===== config.mk =====
export PLATFORM = sky130hd
export DESIGN_NAME = if_id_stage
export DESIGN_NICKNAME = d
export VERILOG_FILES = /design/src/rtl/if_id_stage_pkg.sv /design/src/rtl/if_id_stage_slot.sv /design/src/rtl/if_id_stage.sv
export SDC_FILE = /design/constraint.sdc
export NUM_CORES = 1
export LEC_CHECK = 0
export ABC_AREA = 1
export CAP_MARGIN = 40
export CORE_MARGIN = 4
export CORE_UTILIZATION = 30
export DETAILED_ROUTE_END_ITERATION = 6
export SETUP_SLACK_MARGIN = 0.5
export SYNTH_ARGS = -nofsm -noshare
export SYNTH_HDL_FRONTEND = slang
export SYNTH_SLANG_ARGS = --single-unit

===== constraint.sdc =====
create_clock -name Clk -period 1.8 [get_ports Clk]
set_input_delay 0.36 -clock Clk [delete_from_list [all_inputs] [get_ports Clk]]
set_output_delay 0.36 -clock Clk [all_outputs]
set_load 0.02 [all_outputs]

===== src/rtl/if_id_stage_pkg.sv =====
// Shared types and constants for the IF/ID pipeline boundary.
package if_id_stage_pkg;

  localparam int unsigned XLEN = 32;

  localparam logic [XLEN-1:0] RESET_PC_DEF  = 32'h0000_3000;
  localparam logic [XLEN-1:0] NOP_INSTR_DEF = 32'h0000_0000;
  localparam int unsigned     IM_DEPTH_DEF  = 1024;

  typedef enum logic [1:0] {
    ST_EMPTY = 2'd0,
    ST_ONE   = 2'd1,
    ST_FULL  = 2'd2
  } state_e;

  // One held beat: {fault, PC+4, PC, instruction}, 97 bits.
  typedef struct packed {
    logic            fault;
    logic [XLEN-1:0] pc4;
    logic [XLEN-1:0] pc;
    logic [XLEN-1:0] instr;
  } entry_t;

  // Misaligned or outside [base, base + 4*depth); upper bound kept in 33 bits so it cannot wrap.
  function automatic logic pc_fault(input logic [XLEN-1:0] pc,
                                    input logic [XLEN-1:0] base,
                                    input int unsigned     depth);
    logic [XLEN:0] hi;
    hi = {1'b0, base} + (33'(depth) << 2);
    return (pc[1:0] != 2'b00) | (pc < base) | ({1'b0, pc} >= hi);
  endfunction

endpackage


===== src/rtl/if_id_stage_slot.sv =====
// One entry register of the IF/ID skid buffer with load enable and async reset value.
module if_id_stage_slot
  import if_id_stage_pkg::*;
#(
  parameter entry_t RST_VAL = '0
) (
  input  logic   Clk,
  input  logic   Clr_n,
  input  logic   i_load,
  input  entry_t i_d,
  output entry_t o_q
);

  entry_t r_q;

  always_ff @(posedge Clk or negedge Clr_n) begin
    if (!Clr_n) begin
      r_q <= RST_VAL;
    end else if (i_load) begin
      r_q <= i_d;
    end
  end

  assign o_q = r_q;

endmodule


===== src/rtl/if_id_stage.sv =====
// IF/ID boundary: fault check on the fetched PC, 2-entry skid buffer (MAIN/SKID),
// registered in_ready/out_valid and a saturating decode-stall counter.
module if_id_stage
  import if_id_stage_pkg::*;
#(
  parameter logic [XLEN-1:0] RESET_PC  = RESET_PC_DEF,
  parameter int unsigned     IM_DEPTH  = IM_DEPTH_DEF,
  parameter logic [XLEN-1:0] NOP_INSTR = NOP_INSTR_DEF
) (
  input  logic            Clk,
  input  logic            Clr_n,
  input  logic [XLEN-1:0] Instr,
  input  logic [XLEN-1:0] PC,
  input  logic [XLEN-1:0] ADD4,
  input  logic            in_valid,
  output logic            in_ready,
  input  logic            flush,
  input  logic            out_ready,
  output logic            out_valid,
  output logic [XLEN-1:0] IR_D,
  output logic [XLEN-1:0] PC_D,
  output logic [XLEN-1:0] PC4_D,
  output logic            fault_D,
  output logic [XLEN-1:0] stall_cnt
);

  localparam entry_t RST_ENTRY = '{
    fault: 1'b0,
    pc4:   RESET_PC + 32'd4,
    pc:    RESET_PC,
    instr: NOP_INSTR
  };

  state_e          r_state;
  state_e          w_next_state;
  logic            r_in_ready;
  logic            r_out_valid;
  logic [XLEN-1:0] r_stall_cnt;

  logic   w_accept;
  logic   w_drain;
  logic   w_fault;
  logic   w_main_ld;
  logic   w_main_from_skid;
  logic   w_skid_ld;
  entry_t w_beat;
  entry_t w_main_d;
  entry_t w_main_q;
  entry_t w_skid_q;

  assign w_accept = in_valid & r_in_ready & ~flush;
  assign w_drain  = r_out_valid & out_ready;

  // Faulting fetches carry a NOP but keep their PC/PC+4 for the exception path.
  always_comb begin
    w_fault      = pc_fault(PC, RESET_PC, IM_DEPTH);
    w_beat.fault = w_fault;
    w_beat.pc4   = ADD4;
    w_beat.pc    = PC;
    w_beat.instr = w_fault ? NOP_INSTR : Instr;
  end

  // Next-state and slot load control; flush overrides everything.
  always_comb begin
    w_next_state     = r_state;
    w_main_ld        = 1'b0;
    w_main_from_skid = 1'b0;
    w_skid_ld        = 1'b0;
    if (flush) begin
      w_next_state = ST_EMPTY;
    end else begin
      unique case (r_state)
        ST_EMPTY: begin
          if (w_accept) begin
            w_main_ld    = 1'b1;
            w_next_state = ST_ONE;
          end
        end
        ST_ONE: begin
          if (w_accept && w_drain) begin
            w_main_ld = 1'b1;
          end else if (w_accept) begin
            w_skid_ld    = 1'b1;
            w_next_state = ST_FULL;
          end else if (w_drain) begin
            w_next_state = ST_EMPTY;
          end
        end
        ST_FULL: begin
          if (w_drain) begin
            w_main_ld        = 1'b1;
            w_main_from_skid = 1'b1;
            w_next_state     = ST_ONE;
          end
        end
        default: w_next_state = ST_EMPTY;
      endcase
    end
  end

  assign w_main_d = w_main_from_skid ? w_skid_q : w_beat;

  always_ff @(posedge Clk or negedge Clr_n) begin
    if (!Clr_n) begin
      r_state     <= ST_EMPTY;
      r_in_ready  <= 1'b1;
      r_out_valid <= 1'b0;
    end else begin
      r_state     <= w_next_state;
      r_in_ready  <= (w_next_state != ST_FULL);
      r_out_valid <= (w_next_state != ST_EMPTY);
    end
  end

  // Counts edges where decode holds off a live beat; sticks at all-ones.
  always_ff @(posedge Clk or negedge Clr_n) begin
    if (!Clr_n) begin
      r_stall_cnt <= '0;
    end else if (r_out_valid && !out_ready && !flush && (r_stall_cnt != '1)) begin
      r_stall_cnt <= r_stall_cnt + 32'd1;
    end
  end

  if_id_stage_slot #(.RST_VAL(RST_ENTRY)) u_main (
    .Clk    (Clk),
    .Clr_n  (Clr_n),
    .i_load (w_main_ld),
    .i_d    (w_main_d),
    .o_q    (w_main_q)
  );

  if_id_stage_slot #(.RST_VAL(RST_ENTRY)) u_skid (
    .Clk    (Clk),
    .Clr_n  (Clr_n),
    .i_load (w_skid_ld),
    .i_d    (w_beat),
    .o_q    (w_skid_q)
  );

  assign in_ready  = r_in_ready;
  assign out_valid = r_out_valid;
  assign IR_D      = w_main_q.instr;
  assign PC_D      = w_main_q.pc;
  assign PC4_D     = w_main_q.pc4;
  assign fault_D   = w_main_q.fault;
  assign stall_cnt = r_stall_cnt;

endmodule

# Word-level counts from Yosys, hierarchy flattened
# Cells that the tools add are included.
# classes
n_eq_ne,4
n_mux,19
order_cmp,2
addsub,1
n_reduce_logical,9
n_mul,0
bitwise_logic,6
n_div,0
shift,0
# ops
cell,n
2-to-1 mux 97 bit,1
"adder 32 x 1 -> 32 bit, second input constant",1
"greater-or-equal comparator 32 x 15 -> 1 bit, second input constant",1
"less-than comparator 32 x 14 -> 1 bit, second input constant",1
2-to-1 mux 32 bit,1
"!= test 32 bit, second input constant",1
2-to-1 mux 2 bit,6
2-to-1 mux 1 bit,9
case mux 2 bit (3 select lines),1
logical AND 1 bit,4
nonzero test 2 bit,2
AND 1 bit,3
case mux 1 bit (3 select lines),1
"equality test 2 x 1 -> 1 bit, second input constant",1
"equality test 2 bit, second input constant",1
zero test 1 bit,2
zero test 2 bit,1
"!= test 2 bit, second input constant",1
bitwise OR 1 bit,2
inverter 1 bit,1
# word_totals
memories,0
latchBits,0
mem_bits_ro,0
input_bits,101
word_cells,53
output_inout_bits,131
register_bits,230
ram_bits,0

# Logic depth before layout (Yosys ltp)
# Gate-level depths: netlist of the first run.
# depth
ltp_word,7
mapped_depth,11
depth_no_buf,10

# By module
# A second synthesis of the first run with hierarchy kept.
# hier_totals
cells_unflattened,1483
area_unflattened_um2,11446.0
# by_module_without_submodules
module,seq_area_each_um2,area_each_um2,cells_each,instances
if_id_stage_slot,2433.6,3674.8,410,2
if_id_stage,902.1,4096.4,663,1

# Least setup slack after synthesis of the first run
# No wires, ideal clock.
# synth_timing
kind,reg2reg
startpoint,"reg r_stall_cnt[0], in the netlist stall_cnt[0]"
endpoint,"reg r_stall_cnt[28], in the netlist stall_cnt[28]"
setup_ps,117
synth_period_minus_slack_ps,1775
arrival_time_ps,1659
n_path_buf,1
t_required_ps,1683
path_slack_ps,25
path_stages_with_launch,12
cell_sequence,dfrtp_1 -> ha_1 -> inv_1 -> nor2_8 -> nand2_4 -> nor2_8 -> nand2_4 -> nand2_4 -> inv_4 -> buf_6 -> nand2_1 -> nand2_1
# synth_via
elab_chain_cells,2
elab_cells_between_ends,3
cone_classes,1 x add/sub; 1 x eq/ne; 1 x reduce/logical
# synth_rtl
item,line_no,source
from (decl),if_id_stage.sv:38,logic [XLEN-1:0] r_stall_cnt;
from (signal assigned),if_id_stage.sv:120,r_stall_cnt <= r_stall_cnt + 32'd1;
branches (longest 2 deep; another with adder 32 x 1 -> 32 bit),-,
# Parallel ways; which one is timed is not known.
# A chain may end at the register's enable or synchronous reset.

# Worst setup path in the final report of the first run
# layout_timing
startpoint,"reg r_in_ready, in the netlist in_ready"
endpoint,reg u_skid.r_q (netlist bit u_skid.o_q[78])
# layout_via
elab_chain_cells,6
elab_cells_between_ends,7
cone_classes,4 x mux; 2 x bitwise; 1 x reduce/logical
# layout_rtl
item,line_no,source
from (decl),if_id_stage.sv:36,logic r_in_ready;
from (signal assigned),if_id_stage.sv:110,r_in_ready <= (w_next_state != ST_FULL);
AND 1 bit * (2 in series),if_id_stage.sv:51,assign w_accept = in_valid & r_in_ready & ~flush;
2-to-1 mux 1 bit / logical AND 1 bit (equally long branches),"if_id_stage.sv:82, if_id_stage.sv:80",
2-to-1 mux 1 bit *,if_id_stage.sv:80,if (w_accept && w_drain) begin
2-to-1 mux 1 bit *,if_id_stage.sv:72,unique case (r_state)
2-to-1 mux 1 bit *,if_id_stage.sv:69,if (flush) begin
to (signal assigned),if_id_stage_slot.sv:20,r_q <= i_d;
to (decl),if_id_stage_slot.sv:14,entry_t r_q;
# Mark *: on every way between the ends. The rest lies on a longest branch, timed or not.

==> results of run 1 <==
[layout make-up]
class | count | area, um2 | share of cell area
timing repair buffer | 415 | 4370 | 0.2559
inverter | 143 | 556.8 | 0.03260
sequential | 230 | 5803 | 0.3398
multi-input combinational | 1050 | 4796 | 0.2808
clock buffer | 41 | 830.8 | 0.04864
antenna | 1 | 2.502 | 0.0001465
clock inverter | 11 | 135.1 | 0.007912
tap | 468 | 585.6 | 0.03428
[power by group through the flow]
| stage | combinational [uW] | clock, uW | sequential, uW |
|---|---|---|---|
| final | 3470 | 5880 | 6630 |
| after global routing | 3840 | 6270 | 6730 |
| after CTS | 3250 | 6080 | 6640 |
| after detailed placement | 2990 | 0 | 6660 |
| after global placement | 2940 | 0 | 6640 |
| after floorplan | 1040 | 0 | 7020 |
[flip-flops by register name (all words and copies together), names as in the netlist]
signal	cells
u_main.o_q	97
out_valid	1
in_ready	1
r_state	2
stall_cnt	32
u_skid.o_q	97
[metal layers]
layer,vias to the layer above,share of wire
met1,5075,0.44
li1,5394,-
met2,296,0.47
met3,72,0.058
met4,6,0.032
met5,-,0.00097
[per-stage QoR]
stage | instance area [um2] | TNS (ps) | cells | util | worst slack, ps
2_1_floorplan | 11400 | 0 | 1502 | - | 203.9
3_3_place_gp | 14640 | -35480 | 2199 | 0.3979 | -277.5
3_5_place_dp | 14640 | -43830 | 2199 | 0.3979 | -293.7
4_1_cts | 16410 | 0 | 2323 | 0.4461 | 155.4
5_1_grt | 17080 | 0 | 2359 | 0.4643 | 53.01
6_report | 17080 | 0 | 2359 | 0.4643 | 158.5
[logic make-up (layout without fill, tap and decap cells)]
kind of cell / count (synthesis) / after routing
DFF: 230 / 230
other: 0 / 1
and+or+nand+nor: 846 / 846
buffers and inverters: 222 / 610
xor gates and xnor gates: 12 / 12
AOI/OAI and AO/OA: 191 / 191
adders and majority gates: 1 / 1
[timing repair]
item | in CTS | in global routing
pin swaps | 2 | 12
setup buffers | 68 | 28
hold endpoints to repair | 35 | 0
gates resized for setup | 818 | 108
hold buffers | 1 | 0
endpoints found under the setup margin | 359 | 361
cloned | 3 | 7
[synthesized netlist by cell type, types with 2 or more instances]
library cell    n
nor3_2          2
dfrtp_1       219
xnor2_1         6
xor2_1          6
clkbuf_1       25
nand3b_1        2
o21ai_0       145
nand2_1       615
nor2_1        131
buf_6           7
nand2_2         3
nor2_8          2
buf_4           4
nor2_2          2
nand4_1        36
nand3_1        48
inv_2           3
buf_2          42
nand2_4         3
o21ai_1        44
inv_1         139
dfstp_2        11
[how the worst max path moves through the flow]
stage,endpoint,cells after the start,slack [ps],startpoint
after floorplan,u_skid.o_q[11],9,200,in_ready
after global placement,stall_cnt[9],8,-280,flush
after detailed placement,stall_cnt[9],8,-290,flush
after CTS,u_skid.o_q[78],8,160,in_ready
after global routing,u_skid.o_q[57],8,50,in_ready
final,u_skid.o_q[78],8,160,in_ready
[worst max-delay path: cells and delay by family, from the launching register on]
kind,cells,cell delay (ps)
DFF,1,560
and+or+nand+nor,5,540
buffers and inverters,2,350
AOI/OAI and AO/OA,1,90
==> reports/summary.txt, run 1 <==
GR peak layer -> met2
Initial antenna violation count -> 4
Pin count of the biggest net entering global routing -> 55
Share of cells above drive strength 1 -> 0.2540
Final setup viols -> 0
Drt initial violations -> 485
Final-report max-slew violation count -> 0
RSZ-0062 raised after global routing -> true
Core area -> 36790 um2
Number of nets with antenna violations after routing -> 0
Pwr dens -> 935.9 nW/um2
Clk root buf -> clkbuf_16
Internal power -> 11480 uW
Core Rows -> 70
Peak VDD IR -> 0.6922 mV
Total global-route track usage -> 0.1625
Initial core utilization -> 0.3054
Share of the synthesized area in the top cell type -> 0.4878
RR Startpoint -> in_ready
Worst EP required -> 2240 ps
Syn Area/Cell -> 7.480 um2
Gpl congestion -> 0.8157
Leakage -> 0.008889 uW
Post-DR wirelength/cell -> 14.90 um
Post-synthesis xor/xnor area fraction -> 0.009355
Crit path cell chain -> nand2_4 -> nor3_4 -> nand2_2 -> nor2_4 -> buf_12 -> buf_16 -> nand2_1 -> o21ai_0
Final setup skew -> 12.79 ps
GR Util met2 -> 0.2680
Seq pwr share -> 0.415
CP startpoint kind -> flip-flop
GR Layer Usage met3 -> 0.03546
Comb power frac -> 0.217
Clock power share -> 0.368
R2R Setup Slk -> 160 ps
Num CTS Buffers -> 28
Synth Register Bits -> 230
GRT met1 Usage -> 0.2126
Syn Std Cell Area -> 11230 um2
DP HPWL -> 22.74 mm
I/O Buffers -> 231
Ys flop type -> dfrtp_1
Delay of the slowest critical-path stage -> 560 ps
Slew margin rel. -> 0.7262
Crit-path max FO -> 16
Die ar. -> 40610 um2
Adder-Cell Fraction of Synth Area -> 0.001114
Global-route wire length before repair -> 55.03 mm
Multiplexer share of the synthesized area -> 0
Clock Latency Late Sink -> 540 ps
Post-synth EDFFs -> 0
Worst setup EP type -> flip-flop
Synth Area in Simple Gates -> 0.3053
Nets -> 1970
CTS tree -> yes
Reg-to-Reg End -> u_skid.o_q[78]
Area grow syn2layout -> 52.03%
Max-Cap Viols -> 0
Vias in the first global route -> 10570
Yosys Warn Count -> 0
Pre-Repair DR Iteration Count -> 5
Outcome -> completed
WP data arrival -> 2080 ps
Hold Path Class -> input port to async pin
Cell taking the most area after synthesis -> dfrtp_1
Compound-Gate Fraction of Synth Area -> 0.08564
Remaining global-route overflow -> 0
Net Count, Synth -> 1604
Final Cycle Share -> 0.9120
Chip height -> 201.5 um
Register area share after synthesis -> 0.5135
Chip width -> 201.5 um
Switching Power -> 4501 uW
Via count -> 10840
Total Power -> 15990 uW
CP Class -> flip-flop to flip-flop
Vias per std cell -> 4.596
Fin Hold WS -> 315.8 ps
Final Hold Fails -> 0
FF-to-FF path depth -> 8
Drc violations -> 0
Top cells by area, synth -> dfrtp_1 (49%), nand2_1 (21%), o21ai_0 (6.5%)
Leading cell type in the layout, fill and taps excluded -> nand2_1
Distinct cell type count after synthesis -> 29
Worst-Margin Slew -> 410.8 ps
CTS max path bufs -> 3
Slowest-stage cell, CP -> dfstp_2
Htree depth -> 1
Switching Share -> 0.2816
Ys async rst share -> 1.000
Cells after Synth -> 1502
Sink Count -> 230
CTS clk-pin slew, worst paths -> 60 ps
Filler cell count -> 3601
Total wire length -> 35.15 mm
Fin crit period -> 1642 ps
IO Pins -> 232
Achievable Freq -> 0.6092 GHz
Most frequent cells in the layout -> nand2_1 (592), dfrtp_1 (192), buf_4 (140), buf_6 (139), inv_1 (136)
Main combinational cell family by area after synthesis -> simple AND/OR/NAND/NOR gates
No activity file was read; power rests on OpenSTA's default activity.
==> run 2, diff against run 1 <==
Settings changed: PLACE_DENSITY set to 0.49.
==> reports/summary.txt, run 2 (same netlist as run 1, synthesis figures left out) <==
Initial antenna violation count -> 4 (unchanged)
Total Power -> 15430 uW (-3.5%)
Crit-path max FO -> 24 (+8)
Peak VDD IR -> 0.6785 mV (-2.0%)
Drc violations -> 0 (unchanged)
Most used cell, CP -> buf_4
Number of nets with antenna violations after routing -> 0 (unchanged)
Final instance area -> 17040 um2 (-0.22%)
Share of cells above drive strength 1 -> 0.2686 (+0.01462)
WP data arrival -> 2180 ps (+100 ps)
RSZ-0062 raised after global routing -> true
Post-DR wirelength/cell -> 15.32 um (+2.8%)
Core Rows -> 70 (unchanged)
Pwr dens -> 905.1 nW/um2 (-3.3%)
Slew margin rel. -> 0.7413 (+0.01512)
Total wire length -> 35.81 mm (+1.9%)
Die ar. -> 40610 um2 (unchanged)
Final setup skew -> 11.41 ps (-1.376 ps)
Outcome -> completed
Final Cycle Share -> 0.9566 (+0.04463)
Delay of the slowest critical-path stage -> 550 ps (about the same)
CTS clk-pin slew, worst paths -> 60 ps (about the same)
Initial core utilization -> 0.3054 (unchanged)
Crit path cell chain -> nand2_4 -> nor3_4 -> buf_4 -> o21ai_4 -> buf_12 -> buf_16 -> buf_4 -> o21ai_1
Final Hold Fails -> 0 (unchanged)
Placed cells -> 2198 (-0.045%)
Leading cell type in the layout, fill and taps excluded -> nand2_1
Gpl congestion -> 0.8022 (-1.7%)
Total negative slack -> 0 ps (unchanged)
Fin crit period -> 1722 ps (+80.33 ps)
CTS max path bufs -> 3 (unchanged)
CTS tree -> yes
Crit. Startpoint -> in_ready
Max-Cap Viols -> 0 (unchanged)
Total global-route track usage -> 0.1653 (+0.002819)
CP startpoint kind -> flip-flop
Worst EP required -> 2260 ps (+20 ps)
Sink Count -> 230 (unchanged)
Leakage -> 0.008779 uW (-1.2%)
DP HPWL -> 23.37 mm (+2.8%)
Post-DP Area -> 14640 um2 (about the same)
Chip height -> 201.5 um (unchanged)
Clock Latency Late Sink -> 550 ps (about the same)
Clk root buf -> clkbuf_16
Vias per std cell -> 4.583 (-0.29%)
Slowest-stage cell, CP -> dfstp_2
Nets -> 1950 (-1.0%)
Drt initial violations -> 438 (-9.7%)
IO Pins -> 232 (unchanged)
Core area -> 36790 um2 (unchanged)
Worst-Margin Slew -> 388.1 ps (-22.68 ps)
Final-report max-slew violation count -> 0 (unchanged)
Finished Layout Cells -> 2338 (-0.89%)
CP delay by family, top -> buffers and inverters
Achievable Freq -> 0.5808 GHz (-4.7%)
Vias in the first global route -> 10280 (-2.8%)
Hold Path Class -> input port to async pin
RR Startpoint -> in_ready
Pre-Repair DR Iteration Count -> 4 (-1)
Pin count of the biggest net entering global routing -> 55 (unchanged)
Area grow syn2layout -> 51.70%
Num CTS Buffers -> 29 (+3.6%)
Final setup viols -> 0 (unchanged)
Worst setup EP type -> flip-flop
Chip width -> 201.5 um (unchanged)
Final WS setup -> 78.15 ps (-80.33 ps)
CP Class -> flip-flop to flip-flop
Remaining global-route overflow -> 0 (unchanged)
Global-route wire length before repair -> 55.66 mm (+1.2%)
Htree depth -> 1 (unchanged)
Buf/Inv on CP -> 4 (+2)
Worst slack, placed -> -346.5 ps (-52.84 ps)
Via count -> 10720 (-1.2%)
Most frequent cells in the layout -> nand2_1 (554), dfrtp_1 (192), buf_6 (142), inv_1 (137), buf_4 (115)
I/O Buffers -> 231 (unchanged)
-- run 2: cell count changes in the layout (fill, tap and decap cells not counted), sizes merged --
cell and delta:
clkbuf +7, buf -23, bufinv -3, clkinvlp -2, dlymetal6s2s -1, clkdlybuf4s50 +1
-- run 2: per-layer routing --
metal	track usage	vias up	wire, um
met5	0	-	41
met4	0.03906	6	728
met3	0.03723	53	1892
met2	0.2632	229	16700
met1	0.2308	5058	16450
li1	-	5369	-
-- run 2: timing repair --
| item | CTS | global route |
|---|---|---|
| gates cloned | 0 | 12 |
| buffers inserted | 52 | 22 |
| hold endpoints to repair | 33 | 0 |
| pin swaps | 3 | 34 |
| gates resized for setup | 810 | 185 |
| setup endpoints to repair | 361 | 361 |
| hold buffers | 1 | 0 |
-- run 2: through the flow --
stage / hold WS (ps) / utilization
finish: 310.1 / 0.4633
global route: 333.1 / 0.4633
CTS: 296.3 / 0.4387
detailed placement: 301.6 / 0.3981
global placement: 305.3 / 0.3981
floorplan: 64.41 / -
-- run 2: power by group --
part | leakage (uW) | switching [uW] | internal [uW] | total [uW]
logic | 0.00542 | 1710 | 1670 | 3380
registers | 0.00293 | 532 | 6120 | 6650
clock network | 0.000432 | 2230 | 3170 | 5400
-- run 2: worst reg2reg max path, stage by stage, from the launching register on --
cell and delay, ps:
dfstp_2 550, nand2_4 60, nor3_4 190, buf_4 150
o21ai_4 60, buf_12 160, buf_16 170, buf_4 150
o21ai_1 140
-- run 2: path summary, 6_finish.rpt --
| kind | cells past startpoint | end | slack [ps] |
|---|---|---|---|
| setup / recovery | 8 | u_main.o_q[90] | 80 |
| hold / removal | 2 | u_skid.o_q[31] | 310 |
| setup reg to reg | 8 | u_main.o_q[90] | 80 |
| hold reg to reg | 2 | u_skid.o_q[44] | 460 |
| max in group asynchronous | 3 | stall_cnt[5] | 840 |
| min in group Clk | 3 | u_skid.o_q[77] | 380 |
-- run 2: final cells by class --
class	count	area, um2
antenna	1	2.502
clock buffer	46	839.6
clock inverter	6	33.78
fill	3674	19740
inverter	143	556.8
multi-input combinational	1050	4995
sequential	230	5803
tap	468	585.6
timing repair buffer	394	4227
